**src/rtl/axi_bridge_pkg.sv**
```systemverilog
// Shared definitions for the sram-to-AXI bridge: BRESP encodings and
// write-tracker error-bit positions.
package axi_bridge_pkg;

    localparam logic [1:0] BRESP_OKAY   = 2'b00;
    localparam logic [1:0] BRESP_EXOKAY = 2'b01;
    localparam logic [1:0] BRESP_SLVERR = 2'b10;
    localparam logic [1:0] BRESP_DECERR = 2'b11;

    localparam int ERR_RESP  = 0;
    localparam int ERR_ID    = 1;
    localparam int ERR_UNEXP = 2;
    localparam int ERR_OVF   = 3;
    localparam int ERR_W     = 4;

    function automatic logic resp_is_err(input logic [1:0] resp);
        return (resp == BRESP_SLVERR) || (resp == BRESP_DECERR);
    endfunction

endpackage

```
**src/rtl/wr_pend_buf.sv**
```systemverilog
// In-order pending-write FIFO with per-entry valid bits and a parallel
// tag compare against every live entry; push/pop arrive pre-qualified.
module wr_pend_buf #(
    parameter int ID_W  = 4,
    parameter int DEPTH = 4,
    parameter int TAG_W = 30
) (
    input  logic                     clk,
    input  logic                     reset,
    input  logic                     push,
    input  logic [ID_W-1:0]          push_id,
    input  logic [TAG_W-1:0]         push_tag,
    input  logic                     pop,
    input  logic [TAG_W-1:0]         chk_tag,
    output logic [ID_W-1:0]          head_id,
    output logic [$clog2(DEPTH):0]   cnt,
    output logic                     full,
    output logic                     empty,
    output logic                     match
);

    localparam int PTR_W = $clog2(DEPTH);
    localparam logic [PTR_W:0] FULL_CNT = (PTR_W+1)'(DEPTH);

    logic [PTR_W-1:0] wptr;
    logic [PTR_W-1:0] rptr;
    logic [DEPTH-1:0] vld;
    logic [ID_W-1:0]  id_mem  [DEPTH];
    logic [TAG_W-1:0] tag_mem [DEPTH];

    always_ff @(posedge clk) begin
        if (!reset) begin
            wptr <= '0;
            rptr <= '0;
            cnt  <= '0;
            vld  <= '0;
        end else begin
            if (pop) begin
                vld[rptr] <= 1'b0;
                rptr      <= rptr + 1'b1;
            end
            if (push) begin
                vld[wptr] <= 1'b1;
                wptr      <= wptr + 1'b1;
            end
            case ({push, pop})
                2'b10:   cnt <= cnt + 1'b1;
                2'b01:   cnt <= cnt - 1'b1;
                default: cnt <= cnt;
            endcase
        end
    end

    // Payload needs no reset: only entries with vld set are ever looked at.
    always_ff @(posedge clk) begin
        if (push) begin
            id_mem[wptr]  <= push_id;
            tag_mem[wptr] <= push_tag;
        end
    end

    always_comb begin
        match = 1'b0;
        for (int i = 0; i < DEPTH; i++) begin
            if (vld[i] && (tag_mem[i] == chk_tag)) begin
                match = 1'b1;
            end
        end
    end

    assign head_id = id_mem[rptr];
    assign full    = (cnt == FULL_CNT);
    assign empty   = (cnt == '0);

endmodule

```
**src/rtl/axi_wr_resp_tracker.sv**
```systemverilog
// Tracks outstanding AXI writes, retires them on B handshakes, flags errors.
// Latency: data_sram_data_ok one cycle after B handshake; rd_hazard combinational.
// Backpressure: wr_full stalls the issuer; bready is high or follows !wr_empty.
module axi_wr_resp_tracker #(
    parameter int ID_W          = 4,
    parameter int DEPTH         = 4,
    parameter int ADDR_W        = 32,
    parameter int HAZ_LSB       = 2,
    parameter bit BREADY_ALWAYS = 1'b1
) (
    input  logic                     clk,
    input  logic                     reset,
    input  logic                     wr_issue,
    input  logic [ID_W-1:0]          wr_issue_id,
    input  logic [ADDR_W-1:0]        wr_issue_addr,
    output logic                     wr_full,
    output logic                     wr_empty,
    output logic [$clog2(DEPTH):0]   pend_cnt,
    input  logic [ID_W-1:0]          bid,
    input  logic [1:0]               bresp,
    input  logic                     bvalid,
    output logic                     bready,
    output logic                     data_sram_data_ok,
    input  logic [ADDR_W-1:0]        rd_chk_addr,
    output logic                     rd_hazard,
    output logic                     wr_err,
    output logic [3:0]               wr_err_code
);

    import axi_bridge_pkg::*;

    localparam int TAG_W = ADDR_W - HAZ_LSB;

    logic             push;
    logic             pop;
    logic             b_hs;
    logic             buf_match;
    logic [ID_W-1:0]  head_id;
    logic [TAG_W-1:0] issue_tag;
    logic [TAG_W-1:0] chk_tag;
    logic             unused_low_bits;

    assign issue_tag       = wr_issue_addr[ADDR_W-1:HAZ_LSB];
    assign chk_tag         = rd_chk_addr[ADDR_W-1:HAZ_LSB];
    assign unused_low_bits = ^{wr_issue_addr[HAZ_LSB-1:0], rd_chk_addr[HAZ_LSB-1:0]};

    // bready depends only on registered state, never on bvalid.
    assign bready = BREADY_ALWAYS ? 1'b1 : !wr_empty;
    assign b_hs   = bvalid && bready;
    assign push   = wr_issue && !wr_full;
    assign pop    = b_hs && !wr_empty;

    wr_pend_buf #(
        .ID_W  (ID_W),
        .DEPTH (DEPTH),
        .TAG_W (TAG_W)
    ) u_buf (
        .clk      (clk),
        .reset    (reset),
        .push     (push),
        .push_id  (wr_issue_id),
        .push_tag (issue_tag),
        .pop      (pop),
        .chk_tag  (chk_tag),
        .head_id  (head_id),
        .cnt      (pend_cnt),
        .full     (wr_full),
        .empty    (wr_empty),
        .match    (buf_match)
    );

    // The in-flight issue is bypassed so a same-cycle load sees it.
    assign rd_hazard = buf_match || (push && (issue_tag == chk_tag));

    always_ff @(posedge clk) begin
        if (!reset) begin
            data_sram_data_ok <= 1'b0;
            wr_err_code       <= '0;
        end else begin
            data_sram_data_ok <= pop;
            if (pop && resp_is_err(bresp)) wr_err_code[ERR_RESP]  <= 1'b1;
            if (pop && (bid != head_id))   wr_err_code[ERR_ID]    <= 1'b1;
            if (b_hs && wr_empty)          wr_err_code[ERR_UNEXP] <= 1'b1;
            if (wr_issue && wr_full)       wr_err_code[ERR_OVF]   <= 1'b1;
        end
    end

    assign wr_err = |wr_err_code;

endmodule

```
**config.mk**
```make
export PLATFORM = sky130hd
export DESIGN_NAME = axi_wr_resp_tracker
export DESIGN_NICKNAME = d
export VERILOG_FILES = /design/src/rtl/axi_bridge_pkg.sv /design/src/rtl/wr_pend_buf.sv /design/src/rtl/axi_wr_resp_tracker.sv
export SDC_FILE = /design/constraint.sdc
export NUM_CORES = 1
export LEC_CHECK = 0
export ABC_AREA = 0
export CORE_MARGIN = 5
export CORE_UTILIZATION = 55
export CTS_CLUSTER_SIZE = 25
export DETAILED_ROUTE_END_ITERATION = 10
export HOLD_SLACK_MARGIN = 0.15
export PLACE_DENSITY = 0.91
export SLEW_MARGIN = 40
export SYNTH_ARGS = -nofsm -noshare
export SYNTH_HDL_FRONTEND = slang
export SYNTH_SLANG_ARGS = --single-unit
```
**constraint.sdc**
```tcl
create_clock -name clk -period 3.4 [get_ports clk]
set_input_delay 1.02 -clock clk [delete_from_list [all_inputs] [get_ports clk]]
set_output_delay 1.02 -clock clk [all_outputs]
set_load 0.01 [all_outputs]
```
=== Word-level counts from Yosys, hierarchy flattened ===
Memory sizes are Yosys's and may differ from the RTL's. A register that Yosys moved wholly into a read port is not among the register bits.
Cells that the tools add are included.

* Register bits after elaboration: 16
* RAM bits: 136
* Bits of input ports: 78
* Output and inout bits: 13
* Memories kept: 2

{| class="wikitable"
|+ Memories
! memory !! depth !! width !! read ports !! clocked after Yosys merged registers in !! write ports !! line !! text
|-
| u_buf.tag_mem || 4 || 30 || 4 || 0 || 1 || wr_pend_buf.sv:29 || <nowiki>logic [TAG_W-1:0] tag_mem [DEPTH];</nowiki>
|-
| u_buf.id_mem || 4 || 4 || 1 || 1 || 1 || wr_pend_buf.sv:28 || <nowiki>logic [ID_W-1:0] id_mem [DEPTH];</nowiki>
|}

* Add/sub/neg operators: 4
* Order comparisons: 4
* Equality and inequality tests: 11
* Multiplexer cells: 16
* Bitwise operators: 3
* Reduce and logical (&&, ||, !) cells: 20

{| class="wikitable"
|+ Operator list
! cell !! number
|-
| equality test 30 bit || 5
|-
| logical AND 1 bit || 13
|-
| 2-to-1 mux 4 bit || 3
|-
| 2-to-1 mux 1 bit || 8
|-
| equality test 2 bit (second input constant) || 3
|-
| less-than comparator 2 x 3 -> 1 bit (second input constant) || 2
|-
| case mux 3 bit (2 select lines) || 1
|-
| adder 2 x 1 -> 2 bit (second input constant) || 2
|-
| AND 4 bit || 1
|-
| demux 1 bit (select 2 bit) || 2
|-
| >= comparator 2 x 1 -> 1 bit (second input constant) || 2
|-
| 2-to-1 mux 2 bit || 2
|-
| != test 4 bit || 1
|-
| NOT 4 bit || 1
|-
| OR 4 bit || 1
|-
| OR reduction 4 bit || 1
|-
| adder 3 x 1 -> 3 bit (second input constant) || 1
|-
| equality test 3 bit (second input constant) || 1
|-
| zero test 3 bit || 1
|-
| subtractor 3 x 1 -> 3 bit (second input constant) || 1
|-
| equality test 2 x 1 -> 1 bit (second input constant) || 1
|-
| zero test 1 bit || 2
|-
| logical OR 1 bit || 2
|-
| nonzero test 2 bit || 1
|}

=== Logic depth before layout (Yosys ltp) ===
* Depth in word-level cells: 10
* Gate-level depth with buffers: 10
* Mapped depth without buffers: 9

=== Modules after synthesis ===
Synthesis repeated with hierarchy kept, for this count alone.

* Cells, all modules: 435
* Area, all modules: 6,780.3 µm²

{| class="wikitable"
|+ By module, submodules not included
! module !! times used !! cells an instance !! area each (µm²) !! sequential area each (µm²)
|-
| wr_pend_buf || 1 || 371 || 6,219.7 || 4,344.2
|-
| axi_wr_resp_tracker || 1 || 64 || 560.5 || 100.1
|}

=== Worst setup path after synthesis ===
No wires, ideal clock.

* Kind: input to output
* Start: in rd_chk_addr[5]
* End: out rd_hazard
* Arrival time: 2,229 ps
* Required time: 2,380 ps
* Path slack: 151 ps
* Stages: 6
* Cells stage by stage: buf_4 xor2_1 nor4_2 nand4_1 or4_1 nand4_1

* Word-level cells in the longest chain between the ends: 7

{| class="wikitable"
|+ Ends and longest elaborated chain
! what !! line !! text
|-
| from (decl) || axi_wr_resp_tracker.sv:24 || <nowiki>input logic [ADDR_W-1:0] rd_chk_addr,</nowiki>
|-
| equality test 30 bit || wr_pend_buf.sv:65 || <nowiki>if (vld[i] && (tag_mem[i] == chk_tag)) begin</nowiki>
|-
| logical AND 1 bit || wr_pend_buf.sv:65 ||
|-
| 2-to-1 mux 1 bit (4 in series) || wr_pend_buf.sv:65 ||
|-
| logical OR 1 bit * || axi_wr_resp_tracker.sv:73 || <nowiki>assign rd_hazard = buf_match || (push && (issue_tag == chk_tag));</nowiki>
|-
| to (decl) || axi_wr_resp_tracker.sv:25 || <nowiki>output logic rd_hazard,</nowiki>
|}

Every way passes the cells marked *; elsewhere a longest branch is shown, timed or not.

=== Worst setup path after layout ===
* Start: in rd_chk_addr[21]
* End: out rd_hazard

Same word-level chain as after synthesis.

==> results.md <==
CTS:
- The library cell used as clock root buffer is clkbuf_16.
- After clock tree synthesis, the setup repair step added 0 buffers.
- TritonCTS built the clock tree.
- The number of clock sinks is 154.
- The number of buffers added to fix hold violations after cts is 0.
- The clock passes through at most 2 buffers.
- CTS built an H-tree with a depth of 4.
- The total clock buffers created by CTS is 17.
- The clock latency at the later pin of the worst-skew pair is 430 ps.
- The clock transition at the registers of the reported paths is 60 ps.

Synth:
- The synthesized instance count is 466.
- Synthesis inferred 154 register bits.
- The post-synthesis async set-or-reset flop share is 0.
- Of the post-synthesis cell area, the dominant cell type holds 0.596.
- By instance count, the leading cell after synthesis is edfxtp_1.
- The number of different library cells used by synthesis comes to 34.
- Among all flip-flop cells after synthesis, the most frequent one is edfxtp_1.
- The mapped cell area is 6850 sq um.
- Ranked by total cell area, the synthesized netlist is headed by edfxtp_1 60%, xnor2_1 15%, xor2_1 5.5%.
- The synthesized area per cell is 14.7 sq um.
- Yosys mapped a number of flops with a built-in enable equal to 136.
- For this run, the register share of the synthesized area comes to 0.649.
- By count the netlist is led by 136 x edfxtp_1, 115 x xnor2_1, 43 x xor2_1.
- The warning count from the yosys run is 0.
- The net count of the mapped netlist is 554.
- The most area-hungry cell type in the Yosys netlist is edfxtp_1.

Drt:
- In this run, the number of DRC markers left after iteration 0 of detailed routing was 417.
- The detail route stage leaves a number of antenna-violating nets equal to 0.
- The count of TritonRoute iterations in the first routing pass is 6.
- After detailed routing, the number of remaining DRC violations is 0.
- After detailed routing, the average wire length per cell comes to 23.4 microns.
- In the routed layout, each cell is associated on average with a via count of 5.58.
- The routed layout has 4406 vias.
- The total length of routed wires is 18.5 mm.

Pwr:
- The analysis attributes to cell leakage a power of 3.25 nW.
- IR analysis of the VDD net gives a maximum drop of 0.000507 V.
- In this run the power density over the cells is 588 nW/um^2.

Global routing:
- The via count of the first global-routing pass is 4687.
- Entering global routing, the biggest net connects 32 pins.
- The wire length of the first global-routing pass is 27.1 mm.
- The initial antenna violation count was 1.
- The total global-route track usage is 0.252.
- Summed over all layers, the global routing overflow is 0.

Timing:
- In the post-route analysis, the smallest setup slack over all paths is -311 ps.
- The number of endpoints with negative hold slack in the final report is 0.
- The final sum of negative setup slack is -311 ps.
- The timing-limited maximum frequency is 0.269 GHz.
- The routed design could run at a clock period as short as 3710 ps.
- The count of final setup violators is 1.
- Setup repair after global routing could not meet its margin everywhere.
- Across the routed clock network, the largest skew measured is 8.97 ps.
- For the pin with the worst max-slew slack, the measured transition is 599 ps.
- Of the available clock period, the critical path in the final layout requires 1.09.
- The count of pins over their slew limit came to 0.
- The smallest hold slack is 543 ps.
- The headroom to the max-slew limit is 0.600.

Floorplanning:
- The standard cell core area is 12100 sq um.
- The floorplan step set the die width to 122 microns.
- The vertical die dimension is 122 microns.
- The top-level I/O count is 91.
- The initialized floorplan defines 40 standard-cell rows.
- The full die area is 14800 sq um.
- The starting density of the core is 0.566.

Final layout:
- The fraction of final layout cells sized beyond drive strength 1 is 0.314.
- The area growth from synthesis to layout is 33.7%.
- The post-layout net count is 696.
- Fill cells in the final layout number 672.
- The total non-filler cell area in the finished layout is 9170 sq um.
- 0 antenna diodes ended up in the layout.

Hold path:
- The path type of the worst min-delay path is reg -> reg.
- The worst hold path terminates at wr_err_code[0].
- The hold-critical path depth is 2.
- The worst hold path startpoint is wr_err_code[0].

Worst setup path:
- The internal reg-to-reg setup slack is 840 ps.
- The required time reported for the critical path endpoint is 2380 ps.
- By startpoint and endpoint, the worst setup path is classified as in -> out.
- In this run the critical register-to-register path is captured at u_buf.cnt[2].
- At the worst endpoint, the arrival time is 2690 ps.
- The worst register-to-register path has a depth of 10.
- The worst register-to-register path begins at u_buf.cnt[2].
- The kind of start point of the critical path is a primary input.
- The start point of the critical path is rd_chk_addr[21].
- Of all nets on the critical path, the largest fanout is 4.
- The endpoint class of the critical path is an output port.

Place:
- The worst setup timing slack at the placement stage is -1060 ps.
- Summing all placed instances gives a cell area of 8340 sq um.
- The detailed-placement wirelength estimate is 11.6 mm.
- The final estimated routing congestion in global placement is 0.980.
- The count of buffers inserted at the top-level ports is 84.

Run status:
- The final reports fail on setup timing.
- The flow ran to the end, but the final reports show violations.

Flow run:
- The tool flagged a number of max-cap violations equal to 0.
## repair_timing
item,CTS,global route
gates cloned,0,0
gates resized for setup,198,43
pin swaps,42,17
endpoints found under the setup margin,1,1
## power by group
group	total, mW	internal (mW)	switching, mW
logic	1.12	0.543	0.581
registers	2.43	2.30	0.133
clock network	1.84	1.08	0.760
total	5.39	3.92	1.47
## metal layers
layer	track usage	routed length (microns)
met2	0.414	9130
met5	0	7
met1	0.325	7200
met4	0.0938	597
met3	0.0650	1520
## layout by cell type (no fill, tap or decap), drive strengths merged, types with 2 or more instances in the layout
master and count:
clkbuf 30, mux4 4, edfxtp 136, xnor2 115
inv 8, dfxtp 18, clkinvlp 2, o21ai 2
bufinv 2, nand4 32, ha 9, buf 100
and2 10, nor4 17, or4 2, clkinv 7
nand3 2, clkdlybuf4s50 23, xor2 43, a21oi 8
dlymetal6s2s 2, nor2b 11, clkdlybuf4s15 6, nand2 5
dlygate4sd2 17
## per-stage QoR
stage / utilization / cells / total power, mW
floorplan: - / 466 / 3.00
global placement: 0.689 / 757 / 3.44
detailed placement: 0.689 / 757 / 3.50
CTS: 0.750 / 789 / 5.34
global route: 0.757 / 789 / 5.57
finish: 0.757 / 789 / 5.39
## worst max-delay path, cell delays in order
cell	delay, ps
buf_2	140
buf_4	170
xnor2_1	260
nand4_1	200
nor4_2	400
a22oi_1	180
nand4_1	150
buf_2	160
## logic make-up after synthesis
| kind of cell | synth area share |
|---|---|
| DFF | 0.649 |
| adders and majority gates | 0.0194 |
| AOI/OAI and AO/OA | 0.0108 |
| xor gates and xnor gates | 0.202 |
| buffers and inverters | 0.0276 |
| other | 0.000547 |
| and+or+nand+nor | 0.0767 |
| muxes | 0.0146 |
## area by class of cell
| type | count | area [sq um] | share of cell area |
|---|---|---|---|
| clock buffers | 21 | 440 | 0.0481 |
| clock inverters | 11 | 124 | 0.0135 |
| inverters | 8 | 30.0 | 0.00328 |
| multi-input cells | 270 | 2610 | 0.284 |
| flip-flops and latches | 154 | 4440 | 0.485 |
| well taps | 168 | 210 | 0.0229 |
| repair buffers | 157 | 1310 | 0.143 |
## registers in the layout (all words and copies together), names as in the netlist, named ones only
register           flops
u_buf.cnt              3
u_buf.tag_mem        120
u_buf.vld              4
u_buf.id_mem          16
u_buf.rptr             2
wr_err_code            4
u_buf.wptr             2
data_sram_data_ok      1
## how the worst max path moves through the flow
stage	depth (start not counted)	endpoint	slack, ps
detailed placement	7	rd_hazard	-1060
floorplan	6	rd_hazard	150
finish	8	rd_hazard	-310
global placement	7	rd_hazard	-910
global route	8	rd_hazard	-330
CTS	8	rd_hazard	-230
Note: power is estimated with default switching activity, not from simulation.
